===== src/rtl/bldc_pkg.sv =====
// Shared BLDC definitions: Hall code map, sector geometry and step classification.
// The commutation/PWM block is expected to import this package as well.
package bldc_pkg;

   localparam int SECTORS   = 6;
   localparam int ELEC_SPAN = 1024;   // position counts per electrical revolution

   typedef logic [2:0] hall_code_t;   // {c, b, a}
   typedef logic [2:0] sector_t;

   // The two codes a healthy three-sensor arrangement never produces.
   localparam hall_code_t HALL_INVALID_LO = 3'b000;
   localparam hall_code_t HALL_INVALID_HI = 3'b111;

   // Indexed by the raw {c,b,a} code; entries for the invalid codes are don't-care.
   localparam sector_t HALL_TO_SECTOR [0:7] = '{
      3'd0,   // 000 invalid
      3'd0,   // 001
      3'd2,   // 010
      3'd1,   // 011
      3'd4,   // 100
      3'd5,   // 101
      3'd3,   // 110
      3'd0    // 111 invalid
   };

   // Angle at the start of each sector, in ELEC_SPAN counts.
   localparam logic [9:0] SECTOR_BASE [0:SECTORS-1] = '{
      10'd0, 10'd171, 10'd341, 10'd512, 10'd683, 10'd853
   };

   typedef enum logic [1:0] {
      STEP_FWD,
      STEP_REV,
      STEP_JUMP
   } step_t;

   function automatic logic hall_is_valid(input hall_code_t code);
      return (code != HALL_INVALID_LO) && (code != HALL_INVALID_HI);
   endfunction

   // Relation between two valid sectors; anything not one step either way is a jump.
   function automatic step_t classify_step(input sector_t old_s, input sector_t new_s);
      sector_t fwd_s;
      sector_t rev_s;
      fwd_s = (old_s == sector_t'(SECTORS - 1)) ? 3'd0 : old_s + 3'd1;
      rev_s = (old_s == 3'd0) ? sector_t'(SECTORS - 1) : old_s - 3'd1;
      if (new_s == fwd_s)      return STEP_FWD;
      else if (new_s == rev_s) return STEP_REV;
      else                     return STEP_JUMP;
   endfunction

endpackage


===== src/rtl/hall_input_filter.sv =====
// Two-flop synchroniser plus stability filter for the raw Hall code.
// A new code is accepted once it has been seen unchanged for FILTER cycles;
// code_valid pulses for one cycle alongside each newly accepted code.
module hall_input_filter #(
   parameter int FILTER = 4,   // 1..255
   parameter int WIDTH  = 3
) (
   input  logic             clk,
   input  logic             rst_n,
   input  logic [WIDTH-1:0] din,
   output logic [WIDTH-1:0] code,
   output logic             code_valid
);

   localparam logic [7:0] FILTER_C = 8'(FILTER);

   logic [WIDTH-1:0] sync1_q;
   logic [WIDTH-1:0] sync2_q;
   logic [WIDTH-1:0] cand_q;
   logic [WIDTH-1:0] code_q;
   logic [7:0]       run_q;
   logic [7:0]       run_d;
   logic             valid_q;
   logic             accept;

   // Length of the current run of identical synchronised codes, saturating at FILTER.
   always_comb begin
      // NOTE: default assigned first so every path drives run_d and no latch is inferred.
      run_d = 8'd1;
      if (sync2_q == cand_q) begin
         run_d = (run_q == FILTER_C) ? run_q : run_q + 8'd1;
      end
   end

   assign accept = (sync2_q != code_q) && (run_d == FILTER_C);

   // Synchroniser, run tracking and accepted-code register.
   always_ff @(posedge clk or negedge rst_n) begin
      if (!rst_n) begin
         sync1_q <= '0;
         sync2_q <= '0;
         cand_q  <= '0;
         code_q  <= '0;
         run_q   <= '0;
         valid_q <= 1'b0;
      end else begin
         // NOTE: non-blocking assignments so each flop samples the pre-edge value of the previous stage.
         sync1_q <= din;
         sync2_q <= sync1_q;
         cand_q  <= sync2_q;
         run_q   <= run_d;
         valid_q <= accept;
         if (accept) begin
            code_q <= sync2_q;
         end
      end
   end

   assign code       = code_q;
   assign code_valid = valid_q;

endmodule


===== src/rtl/bldc_hall_decoder.sv =====
// Hall sensor decoder: filtered Hall code -> sector, electrical position,
// direction, edge-to-edge period and stall/error status.
module bldc_hall_decoder
   import bldc_pkg::*;
#(
   parameter int FILTER  = 4,
   parameter int TIMEOUT = 1000000
) (
   input  logic        clk,
   input  logic        rst_n,
   input  logic        hall_a,
   input  logic        hall_b,
   input  logic        hall_c,
   output logic [15:0] feedback,
   output logic [2:0]  sector,
   output logic        direction,
   output logic [31:0] period,
   output logic        stalled,
   output logic        hall_error,
   output logic        valid
);

   localparam int         ANGLE_BITS = $clog2(ELEC_SPAN);
   localparam logic [31:0] TIMEOUT_C = 32'(TIMEOUT);

   typedef enum logic {
      ST_WAIT,   // no valid code seen since reset
      ST_RUN
   } state_t;

   state_t                     state_q, state_d;
   sector_t                    sector_q, sector_d;
   logic [15-ANGLE_BITS:0]     rev_q, rev_d;
   logic                       dir_q, dir_d;
   logic [31:0]                period_q, period_d;
   logic [31:0]                cnt_q, cnt_d;
   logic                       stalled_q, stalled_d;
   logic                       err_q, err_d;

   hall_code_t code;
   logic       code_valid;
   sector_t    new_sector;
   step_t      step;

   hall_input_filter #(
      .FILTER (FILTER),
      .WIDTH  (3)
   ) u_filter (
      .clk        (clk),
      .rst_n      (rst_n),
      .din        ({hall_c, hall_b, hall_a}),
      .code       (code),
      .code_valid (code_valid)
   );

   assign new_sector = HALL_TO_SECTOR[code];
   assign step       = classify_step(sector_q, new_sector);

   // Next-state logic: timer/stall every cycle, sector tracking on each accepted code.
   always_comb begin
      state_d   = state_q;
      sector_d  = sector_q;
      rev_d     = rev_q;
      dir_d     = dir_q;
      period_d  = period_q;
      stalled_d = stalled_q;
      err_d     = err_q;
      cnt_d     = (cnt_q == TIMEOUT_C) ? cnt_q : cnt_q + 32'd1;

      if (cnt_q == TIMEOUT_C) begin
         stalled_d = 1'b1;
         period_d  = '0;
      end

      if (code_valid) begin
         if (!hall_is_valid(code)) begin
            // Position and timing hold; the next valid code is judged against sector_q.
            err_d = 1'b1;
         end else if (state_q == ST_WAIT) begin
            state_d   = ST_RUN;
            sector_d  = new_sector;
            rev_d     = '0;
            dir_d     = 1'b0;
            period_d  = '0;
            cnt_d     = '0;
            stalled_d = 1'b0;
            err_d     = 1'b0;
         end else begin
            sector_d = new_sector;
            cnt_d    = '0;
            unique case (step)
               STEP_FWD: begin
                  if (sector_q == sector_t'(SECTORS - 1)) rev_d = rev_q + 1'b1;
                  // A period is only meaningful between two same-direction, unstalled edges.
                  period_d  = (!dir_q && !stalled_q) ? cnt_q + 32'd1 : '0;
                  dir_d     = 1'b0;
                  stalled_d = 1'b0;
                  err_d     = 1'b0;
               end
               STEP_REV: begin
                  if (sector_q == 3'd0) rev_d = rev_q - 1'b1;
                  period_d  = (dir_q && !stalled_q) ? cnt_q + 32'd1 : '0;
                  dir_d     = 1'b1;
                  stalled_d = 1'b0;
                  err_d     = 1'b0;
               end
               default: begin
                  // Non-adjacent jump: resync the sector but keep rev and direction.
                  period_d = '0;
                  err_d    = 1'b1;
               end
            endcase
         end
      end
   end

   // Decoder state registers.
   always_ff @(posedge clk or negedge rst_n) begin
      if (!rst_n) begin
         state_q   <= ST_WAIT;
         sector_q  <= '0;
         rev_q     <= '0;
         dir_q     <= 1'b0;
         period_q  <= '0;
         cnt_q     <= '0;
         stalled_q <= 1'b0;
         err_q     <= 1'b0;
      end else begin
         state_q   <= state_d;
         sector_q  <= sector_d;
         rev_q     <= rev_d;
         dir_q     <= dir_d;
         period_q  <= period_d;
         cnt_q     <= cnt_d;
         stalled_q <= stalled_d;
         err_q     <= err_d;
      end
   end

   // rev * ELEC_SPAN + base; base < ELEC_SPAN so concatenation is the sum mod 2^16.
   assign feedback   = {rev_q, SECTOR_BASE[sector_q]};
   assign sector     = sector_q;
   assign direction  = dir_q;
   assign period     = period_q;
   assign stalled    = stalled_q;
   assign hall_error = err_q;
   assign valid      = (state_q == ST_RUN);

endmodule


===== config.mk =====
export PLATFORM = sky130hd
export DESIGN_NAME = bldc_hall_decoder
export DESIGN_NICKNAME = d
export VERILOG_FILES = /design/src/rtl/bldc_pkg.sv /design/src/rtl/hall_input_filter.sv /design/src/rtl/bldc_hall_decoder.sv
export SDC_FILE = /design/constraint.sdc
export NUM_CORES = 1
export LEC_CHECK = 0
export ABC_AREA = 0
export BUFFER_PORTS_ARGS = -buffer_cell sky130_fd_sc_hd__buf_2
export CAP_MARGIN = 10
export CORE_AREA = 8 8 114 116
export DETAILED_ROUTE_END_ITERATION = 10
export DIE_AREA = 0 0 122 124
export PLACE_DENSITY = 0.71
export REMOVE_ABC_BUFFERS = 1
export SETUP_SLACK_MARGIN = 0.2
export SYNTH_ARGS = -nofsm -noshare
export SYNTH_HDL_FRONTEND = slang
export SYNTH_SLANG_ARGS = --single-unit

===== constraint.sdc =====
create_clock -name clk -period 3.3 [get_ports clk]
set_clock_uncertainty 0.05 [all_clocks]
set_input_delay 0.33 -clock clk [delete_from_list [all_inputs] [get_ports clk]]
set_output_delay 0.33 -clock clk [all_outputs]
set_load 0.1 [all_outputs]

==> metrics.cfg, run 1 <==
[floorplanning]
start_util_pct=43.11
die_y_um=124
die_area_sq_mm=0.01513
die_w_um=122
rows=39
core_sq_mm=0.01117
pin_count=60

[worst_setup_path]
crit_required_ns=3.48
crit_arrival_ns=3.15
cp_max_fo=4
worst_setup_path_start_kind=flip-flop
critPathKind=flip-flop to flip-flop
end_kind=flip-flop

[clock_network]
clock_sinks=98
cts_buffers=9
hold_buffers=0
clk_latency_ns=0.35
clockBufferDepth=2
cts_root_buffer=clkbuf_16
htree_levels=3
tritoncts=done
cts.reportedPaths.clkPinSlew_ns=0.07

[sta]
period_minus_slack_ns=2.970
slew_violations=0
max_clock_freq_ghz=0.3367
max_slew_margin_pct=42.26
fin_tns_setup_ns=0
period_share_pct=89.99
grt_setup_unrepaired=no
setup_viol=0
tightest_slew_ns=0.8661
timing.hold.ws_ns=0.03244
hold_viol=0

[yosys]
postSynthCellCount=481
synth_cell_type_count=46
synth-compound-area-share_pct=8.597
synthSimpleGateAreaFrac_pct=19.71
ys_ff_latch=98
synth_fa_ha_area_share_pct=4.831
netlist_top_cells_area=dfrtp_1 (51%), xnor2_1 (4.9%), nand2_1 (4.8%)
ys_warn_count=0
synth_top_family_by_area=simple AND/OR/NAND/NOR gates
synth_top_area_share_pct=50.91
yosys-top-cells-count=dfrtp_1 (98), nand2_1 (62), nor2_1 (52)
syn-cell-area_sq_mm=0.004817
synth_xor_area_share_pct=9.455
synth_area_per_cell_sq_um=10.01
seq_area_frac_synth_pct=50.91
synth_most_common_cell=dfrtp_1
synth_largest_area_cell=dfrtp_1
synth_edf_count=0
synthMuxAreaShare_pct=2.026
async_flop_share_pct=100.0
ys.flop_type=dfrtp_1

[run_status]
status=finished, final reports clean

[detailed_routing]
vias_per_cell=5.099
drc=0
drt-total-wl_mm=10.21
detail-route-antenna-nets=0
avgRoutedWirePerCell_um=14.79
vias=3518
drt-initial-drc-count=229
dr.pass1.iters=4

[pwr]
vdd_drop_max_mv=0.8928
p_leak_nw=2.728
power_density_mw_per_mm2=639.1

[layout]
diodes=0
area.growth.synth_to_final_pct=17.84
nets=565
drive_gt1_share_pct=22.85

[placement]
gp_congestion=0.8470
port-buffer-count=59
place_hpwl_mm=7.243

[global_route]
grt-ovfl-total=0
grt_max_degree=70
antenna_found_initial=0
first_global_vias=3631
groute.usage.overall_pct=14.30
grt_pass1_wl_mm=17.41

[run]
maxCapViolCount=0

[min_path]
hp-class=primary input to async pin

==> critical path, stage by stage, from the launching register on <==
cell	delay (ns)
dfrtp_1	0.41
inv_1	0.13
ha_4	0.22
mux2i_4	0.20
xor2_1	0.22
o2111ai_2	0.15
and3_4	0.21
ha_1	0.27
a21o_1	0.19
a21oi_2	0.18
o21ai_2	0.10
xor2_2	0.15
nor4bb_1	0.13
a211o_1	0.23
==> flip-flops by register name, indices dropped and copies added (netlist names), 3 cells and up <==
signal,flops
sector,3
u_filter.cand_q,3
u_filter.code,3
cnt_q,32
u_filter.sync1_q,3
u_filter.sync2_q,3
period,32
rev_q,6
u_filter.run_q,8
==> metal layers <==
metal	routed length, um	share of wire, %	global-route usage, %	vias up
li1	-	-	-	1731
met1	4434	43	16.88	1701
met2	5011	49	24.67	67
met3	543	5.3	3.400	19
met4	214	2.1	5.705	0
met5	0	0	0	-
==> per-stage QoR <==
stage                     instances  utilization (%)  area, sq um  setup WS, ns  power, mW
after detailed placement        670            46.77         5226       0.05501      2.348
after floorplan                 458                -         4669        -6.539      2.111
after global routing            690            50.80         5677        0.1777      3.790
final                           690            50.80         5677        0.3304      3.628
after global placement          670            46.77         5226        0.1982      2.321
after CTS                       689            50.30         5620        0.2490      3.625
==> logic make-up after synthesis <==
kind of cell    count (synthesis)
buf+inv                        41
flops                          98
mux                             8
simple gates                  196
xor+xnor                       52
fa+ha+maj                      18
compound gates                 68
==> where the power goes <==
part,switching (mW),internal (mW)
Sequential,0.120,1.28
Clock,0.475,0.774
Combinational,0.693,0.282
Total,1.29,2.34
==> path summary, 6_finish.rpt <==
kind / slack, ns / start / end / cells after the start
setup / recovery: 0.33 / u_filter.code[0] / rev_q[5] / 13
hold / removal: 0.03 / rst_n / period[13] / 1
setup reg to reg: 0.33 / u_filter.code[0] / rev_q[5] / 13
hold reg to reg: 0.30 / u_filter.sync1_q[0] / u_filter.sync2_q[0] / 0
max in group asynchronous: 2.39 / rst_n / period[28] / 2
min in group clk: 0.03 / hall_b / u_filter.sync1_q[1] / 1
==> cell usage in the layout, fill, tap and decap left out, types with 14 or more instances in the layout <==
master	n
nand2_1	62
ha_1	14
dfrtp_1	95
nor2_1	50
nor3_1	18
buf_4	15
o21ai_1	24
xnor2_1	27
inv_1	16
buf_2	58
nand3_1	19
xor2_1	24
==> what timing repair did <==
action                                  4_1_cts  5_1_grt
endpoints found under the setup margin        1        2
setup buffers                                 3        1
gates resized for setup                       5       13
pin swaps                                     3        5
==> layout make-up <==
type	count	area [sq um]
fill	1033	5498
sequential	98	2456
multi-input combinational	342	2208
timing repair buffer	73	402.9
clock buffer	10	239.0
tap	143	178.9
clock inverter	6	121.4
inverter	18	70.07
Note: power is estimated with default switching activity, not from simulation.
==> inputs of run 2 (changes only) <==
--- a/config.mk
+++ b/config.mk
@@ -8,10 +8,10 @@
 export ABC_AREA = 0
 export BUFFER_PORTS_ARGS = -buffer_cell sky130_fd_sc_hd__buf_2
 export CAP_MARGIN = 10
-export CORE_AREA = 8 8 114 116
+export CORE_AREA = 8 8 113 115
 export DETAILED_ROUTE_END_ITERATION = 10
-export DIE_AREA = 0 0 122 124
-export PLACE_DENSITY = 0.71
+export DIE_AREA = 0 0 121 123
+export PLACE_DENSITY = 0.72
 export REMOVE_ABC_BUFFERS = 1
 export SETUP_SLACK_MARGIN = 0.2
 export SYNTH_ARGS = -nofsm -noshare
==> run 2 against run 1 <==
Against the previous run: combinational power increased by 1%; core utilization shrank 0.38 points; routed wire length increased by 1.9%; sequential cell count is the same; critical path depth unchanged; non-clock buffer count is the same; clock power fell by 26%; worst setup slack got worse by 0.065 ns; first-iteration DRC count down 13%; register-to-register slack lost 0.06 ns; critical endpoint unchanged; largest power group unchanged.
==> metrics.cfg, run 2 (synthesis results as in run 1) <==
[run_status]
status=finished, final reports clean

[clock_network]
clk_latency_ns=0.33
clockBufferDepth=2
cts.reportedPaths.clkPinSlew_ns=0.07
htree_levels=3
tritoncts=done
cts_buffers=9
clock_sinks=98
cts_root_buffer=clkbuf_16

[global_route]
first_global_vias=3741
grt_max_degree=49
groute.usage.overall_pct=14.36
grt-ovfl-total=0
antenna_found_initial=0
grt_pass1_wl_mm=17.43

[floorplanning]
die_y_um=123
start_util_pct=43.49
core_sq_mm=0.01108
die_area_sq_mm=0.01488
pin_count=60
die_w_um=121
rows=39

[sta]
slew_violations=0
max_slew_margin_pct=59.36
period_minus_slack_ns=3.034
max_clock_freq_ghz=0.3296
tightest_slew_ns=0.6050
fin_tns_setup_ns=0
timing.hold.ws_ns=0.05333
setup_viol=0
hold_viol=0
grt_setup_unrepaired=no
period_share_pct=91.95

[layout]
area.growth.synth_to_final_pct=15.95
post-route-util_pct=50.42
drive_gt1_share_pct=21.79
diodes=0
final_cell_mix=dfrtp_1 (96), nand2_1 (62), buf_2 (58)
multiInputGateArea_sq_mm=0.002213
fill_cells=1004
final_common_cell=dfrtp_1
layout.cells.non_filler=689
seq_area_sq_mm=0.002455
nets=565

[detailed_routing]
vias_per_cell=5.231
avgRoutedWirePerCell_um=15.10
dr.pass1.iters=4
drt-initial-drc-count=200
detail-route-antenna-nets=0
drt-total-wl_mm=10.40
vias=3604
drc=0

[placement]
place_hpwl_mm=7.385
place_inst=670
port-buffer-count=59
gp_congestion=0.8891

[min_path]
hp-class=primary input to flip-flop

[run]
maxCapViolCount=0

[worst_setup_path]
worst_setup_path_start_kind=flip-flop
crit_required_ns=3.48
critPathKind=flip-flop to flip-flop
crit_arrival_ns=3.21
end_kind=flip-flop
cp_max_fo=5

[pwr]
p_total_mw=3.328
vdd_drop_max_mv=0.7206
power_density_mw_per_mm2=595.8
p_leak_nw=2.660

run 2: final cells by class:
type	instances	share of cell area (%)
Clock inverter	4	0.5376
Sequential cell	98	43.95
Clock buffer	11	4.167
Inverter	18	1.254
Multi-Input combinational cell	342	39.63
Timing Repair Buffer	73	7.258
Tap cell	143	3.203
run 2: where the power goes:
| group | leakage (nW) | total (mW) | internal [mW] | switching, mW |
|---|---|---|---|---|
| Clock | 0.114 | 0.930 | 0.507 | 0.423 |
| Combinational | 1.23 | 0.987 | 0.284 | 0.703 |
| Sequential | 1.32 | 1.41 | 1.28 | 0.126 |
| Total | 2.66 | 3.33 | 2.08 | 1.25 |
run 2: metal layers:
metal  GRT usage [%]  routed length [um]  vias to the layer above
li1                -                   -                     1729
met1           17.40                4459                     1777
met2           24.35                5213                       83
met3           3.516                 568                       15
met4           5.464                 159                        0
met5               0                   0                        -
run 2: path summary, 6_finish.rpt:
kind,from,to,slack (ns),depth (start not counted)
max in group asynchronous,rst_n,u_filter.code[1],1.92,3
min in group asynchronous,rst_n,period[27],0.49,2
min reg2reg,u_filter.sync1_q[1],u_filter.sync2_q[1],0.30,0
max,u_filter.code[0],rev_q[5],0.27,13
min,hall_b,u_filter.sync1_q[1],0.05,1
max reg2reg,u_filter.code[0],rev_q[5],0.27,13
run 2: timing repair:
item,4_1_cts,5_1_grt
setup buffers,0,3
gates resized for setup,8,9
hold buffers,1,0
setup endpoints to repair,1,1
pin swaps,1,6
hold endpoints to repair,46,0
run 2: per-stage QoR:
stage,setup slack [ns],area (sq um)
floorplan,-6.539,4669
global placement,0.1595,5226
detailed placement,-0.01147,5226
CTS,0.2274,5519
global route,0.1344,5585
finish,0.2658,5585
run 2: worst max-delay path, stage by stage (launching register included):
cell       delay (ns)
dfrtp_1          0.41
inv_1            0.14
ha_4             0.23
mux2i_4          0.20
xor2_1           0.23
o2111ai_2        0.17
and3_4           0.20
ha_1             0.28
a21o_1           0.19
a21oi_2          0.16
o21ai_1          0.10
xor2_1           0.16
nor4bb_2         0.18
a211o_1          0.23
==> inputs of run 3 (changes only) <==
--- a/config.mk
+++ b/config.mk
@@ -5,12 +5,12 @@
 export SDC_FILE = /design/constraint.sdc
 export NUM_CORES = 1
 export LEC_CHECK = 0
-export ABC_AREA = 0
+export ABC_AREA = 1
 export BUFFER_PORTS_ARGS = -buffer_cell sky130_fd_sc_hd__buf_2
 export CAP_MARGIN = 10
-export CORE_AREA = 8 8 113 115
+export CORE_AREA = 8 8 119 121
 export DETAILED_ROUTE_END_ITERATION = 10
-export DIE_AREA = 0 0 121 123
+export DIE_AREA = 0 0 127 129
 export PLACE_DENSITY = 0.72
 export REMOVE_ABC_BUFFERS = 1
 export SETUP_SLACK_MARGIN = 0.2
==> run 3 against run 2 <==
Against the previous run: via count grew 21%; final area grew 10%; sequential share of layout area shrank 4.1 points; clock power grew 23%; global-route usage grew 1.5 points; worst setup slack gained 0.21 ns; register-to-register slack gained 0.21 ns; combinational power shrank 92%; sequential power shrank 13%; maximum frequency grew 7.4%; routed wire length grew 18%; critical path depth grew 6; critical endpoint unchanged; largest power group unchanged.
==> metrics.cfg, run 3 <==
[run_status]
status=finished, final reports clean

[yosys]
yosys-top-cells-count=nand2_1 (123), dfrtp_1 (98), inv_1 (69), nand3_1 (69), nor2_1 (50)
ys_warn_count=0
synth-compound-area-share_pct=9.700
seq_area_frac_synth_pct=45.27
ys_ff_latch=98
synth_top_family_by_area=simple AND/OR/NAND/NOR gates
postSynthCellCount=639
synthMuxAreaShare_pct=0
synthSimpleGateAreaFrac_pct=26.67
synth_xor_area_share_pct=6.305
synth_edf_count=0
ys.flop_type=dfrtp_1
synth_fa_ha_area_share_pct=4.296
synth_most_common_cell=nand2_1
netlist_top_cells_area=dfrtp_1 (45%), nand2_1 (8.5%), nand3_1 (6.4%)
synth_largest_area_cell=dfrtp_1
syn-cell-area_sq_mm=0.005418
synth_area_per_cell_sq_um=8.478
synth_cell_type_count=33
async_flop_share_pct=100.0
synth_top_area_share_pct=45.27

[worst_setup_path]
cp_max_fo=8
end_kind=flip-flop
critPathKind=flip-flop to flip-flop
crit_arrival_ns=3.07
worst_setup_path_start_kind=flip-flop
crit_required_ns=3.54

[floorplanning]
rows=41
die_area_sq_mm=0.01638
start_util_pct=44.00
pin_count=60
die_w_um=127
die_y_um=129
core_sq_mm=0.01231

[sta]
max_slew_margin_pct=47.81
grt_setup_unrepaired=no
max_clock_freq_ghz=0.3539
timing.final.ws_setup_ns=0.4744
hold_viol=0
period_minus_slack_ns=2.826
slew_violations=0
setup_viol=0
tightest_slew_ns=0.7757
period_share_pct=85.62

[pwr]
vdd_drop_max_mv=0.2360
power_density_mw_per_mm2=397.7
p_total_mw=2.448
p_leak_nw=3.031

[global_route]
first_global_vias=4405
grt_pass1_wl_mm=21.07
antenna_found_initial=0
groute.usage.overall_pct=15.87
grt-ovfl-total=0
grt_max_degree=52

[placement]
post-place-ws_ns=0.4436
place_hpwl_mm=9.476
dpl_cell_area_sq_mm=0.005818
port-buffer-count=59
gp_congestion=0.9157

[detailed_routing]
detail-route-antenna-nets=0
vias_per_cell=5.126
dr_wl_met3_um=451
drt-initial-drc-count=219
drc=0
vias=4347
routed-wl-met2_mm=6.235
avgRoutedWirePerCell_um=14.53
dr.pass1.iters=4
drt-total-wl_mm=12.33
wl_met1_mm=5.466
top_layer=met4

[clock_network]
cts.reportedPaths.clkPinSlew_ns=0.07
post-cts-setup-buffers=0
clk_latency_ns=0.35
cts_root_buffer=clkbuf_16
htree_levels=3
cts_buffers=9
clockBufferDepth=2
clock_sinks=98
tritoncts=done

[layout]
drive_gt1_share_pct=19.63
final_cell_mix=nand2_1 (123), dfrtp_1 (96), inv_1 (69), nand3_1 (69), buf_2 (58)
diodes=0
fill_cells=1183
area.growth.synth_to_final_pct=13.60
nets=716
final_common_cell=nand2_1
final_cell_area_sq_mm=0.006155

[min_path]
hp-class=primary input to flip-flop

[run]
maxCapViolCount=0

-- run 3: power breakdown --
part | switching [mW] | total [mW] | internal (mW)
Clock | 0.466 | 1.14 | 0.671
Sequential | 0.0135 | 1.23 | 1.21
Combinational | 0.0595 | 0.0834 | 0.0239
-- run 3: cell type report --
class,instances,area [sq um],area share [%]
clock buffers,9,225.2,3.659
inverters,72,270.3,4.391
clock inverters,7,98.84,1.606
well taps,150,187.7,3.049
repair buffers,67,372.9,6.058
multi-input cells,445,2545,41.35
flip-flops and latches,98,2455,39.89
-- run 3: critical path, stage by stage (launching register included) --
cell and delay, ns:
dfrtp_2 0.46, ha_1 0.22, inv_1 0.07, ha_1 0.25, nand2_1 0.09, nand2_2 0.05
nand2_2 0.09, nand3_4 0.12, nand3_4 0.12, inv_1 0.11, ha_1 0.32, nand3_1 0.10
nand3b_1 0.11, nand2_1 0.08, nand2_1 0.05, a21oi_1 0.16, inv_1 0.06, nand3_1 0.07
nand4_1 0.09, nand2_1 0.08
-- run 3: logic make-up (layout without fill, tap and decap cells) --
logic type / Yosys count / in the layout
XOR/XNOR: 39 / 39
buffers and inverters: 96 / 155
adder cells (fa/ha/maj): 18 / 18
AND/OR/NAND/NOR: 307 / 307
AO/OA/AOI/OAI: 81 / 81
flip-flops: 98 / 98
-- run 3: timing repair --
item	CTS	global route
endpoints found under the hold margin	47	0
hold buffers	1	0
gates resized for setup	0	2
setup endpoints to repair	0	2
-- run 3: worst paths after layout --
check | from | endpoint | slack (ns) | cells past startpoint
max | sector[0] | rev_q[5] | 0.47 | 19
min | hall_a | u_filter.sync1_q[0] | 0.04 | 1
max reg2reg | sector[0] | rev_q[5] | 0.47 | 19
min reg2reg | u_filter.sync1_q[1] | u_filter.sync2_q[1] | 0.30 | 0
max in group asynchronous | rst_n | u_filter.code[1] | 2.04 | 3
min in group asynchronous | rst_n | period[23] | 0.49 | 2
-- run 3: metrics by stage --
step / hold slack, ns / util (%) / std cells / setup TNS (ns)
after CTS: 0.02151 / 49.97 / 848 / 0
after floorplan: -0.01559 / - / 615 / -52.42
after detailed placement: 0.2879 / 47.26 / 831 / 0
after global placement: 0.2849 / 47.26 / 831 / 0
final: 0.03656 / 49.99 / 848 / 0
after global routing: 0.02917 / 49.99 / 848 / 0
-- run 3: routing by layer --
metal / GRT usage, % / vias to the layer above
met1: 18.86 / 2057
met4: 5.528 / 0
met2: 28.22 / 71
met3: 2.938 / 17
met5: 0 / -
li1: - / 2202
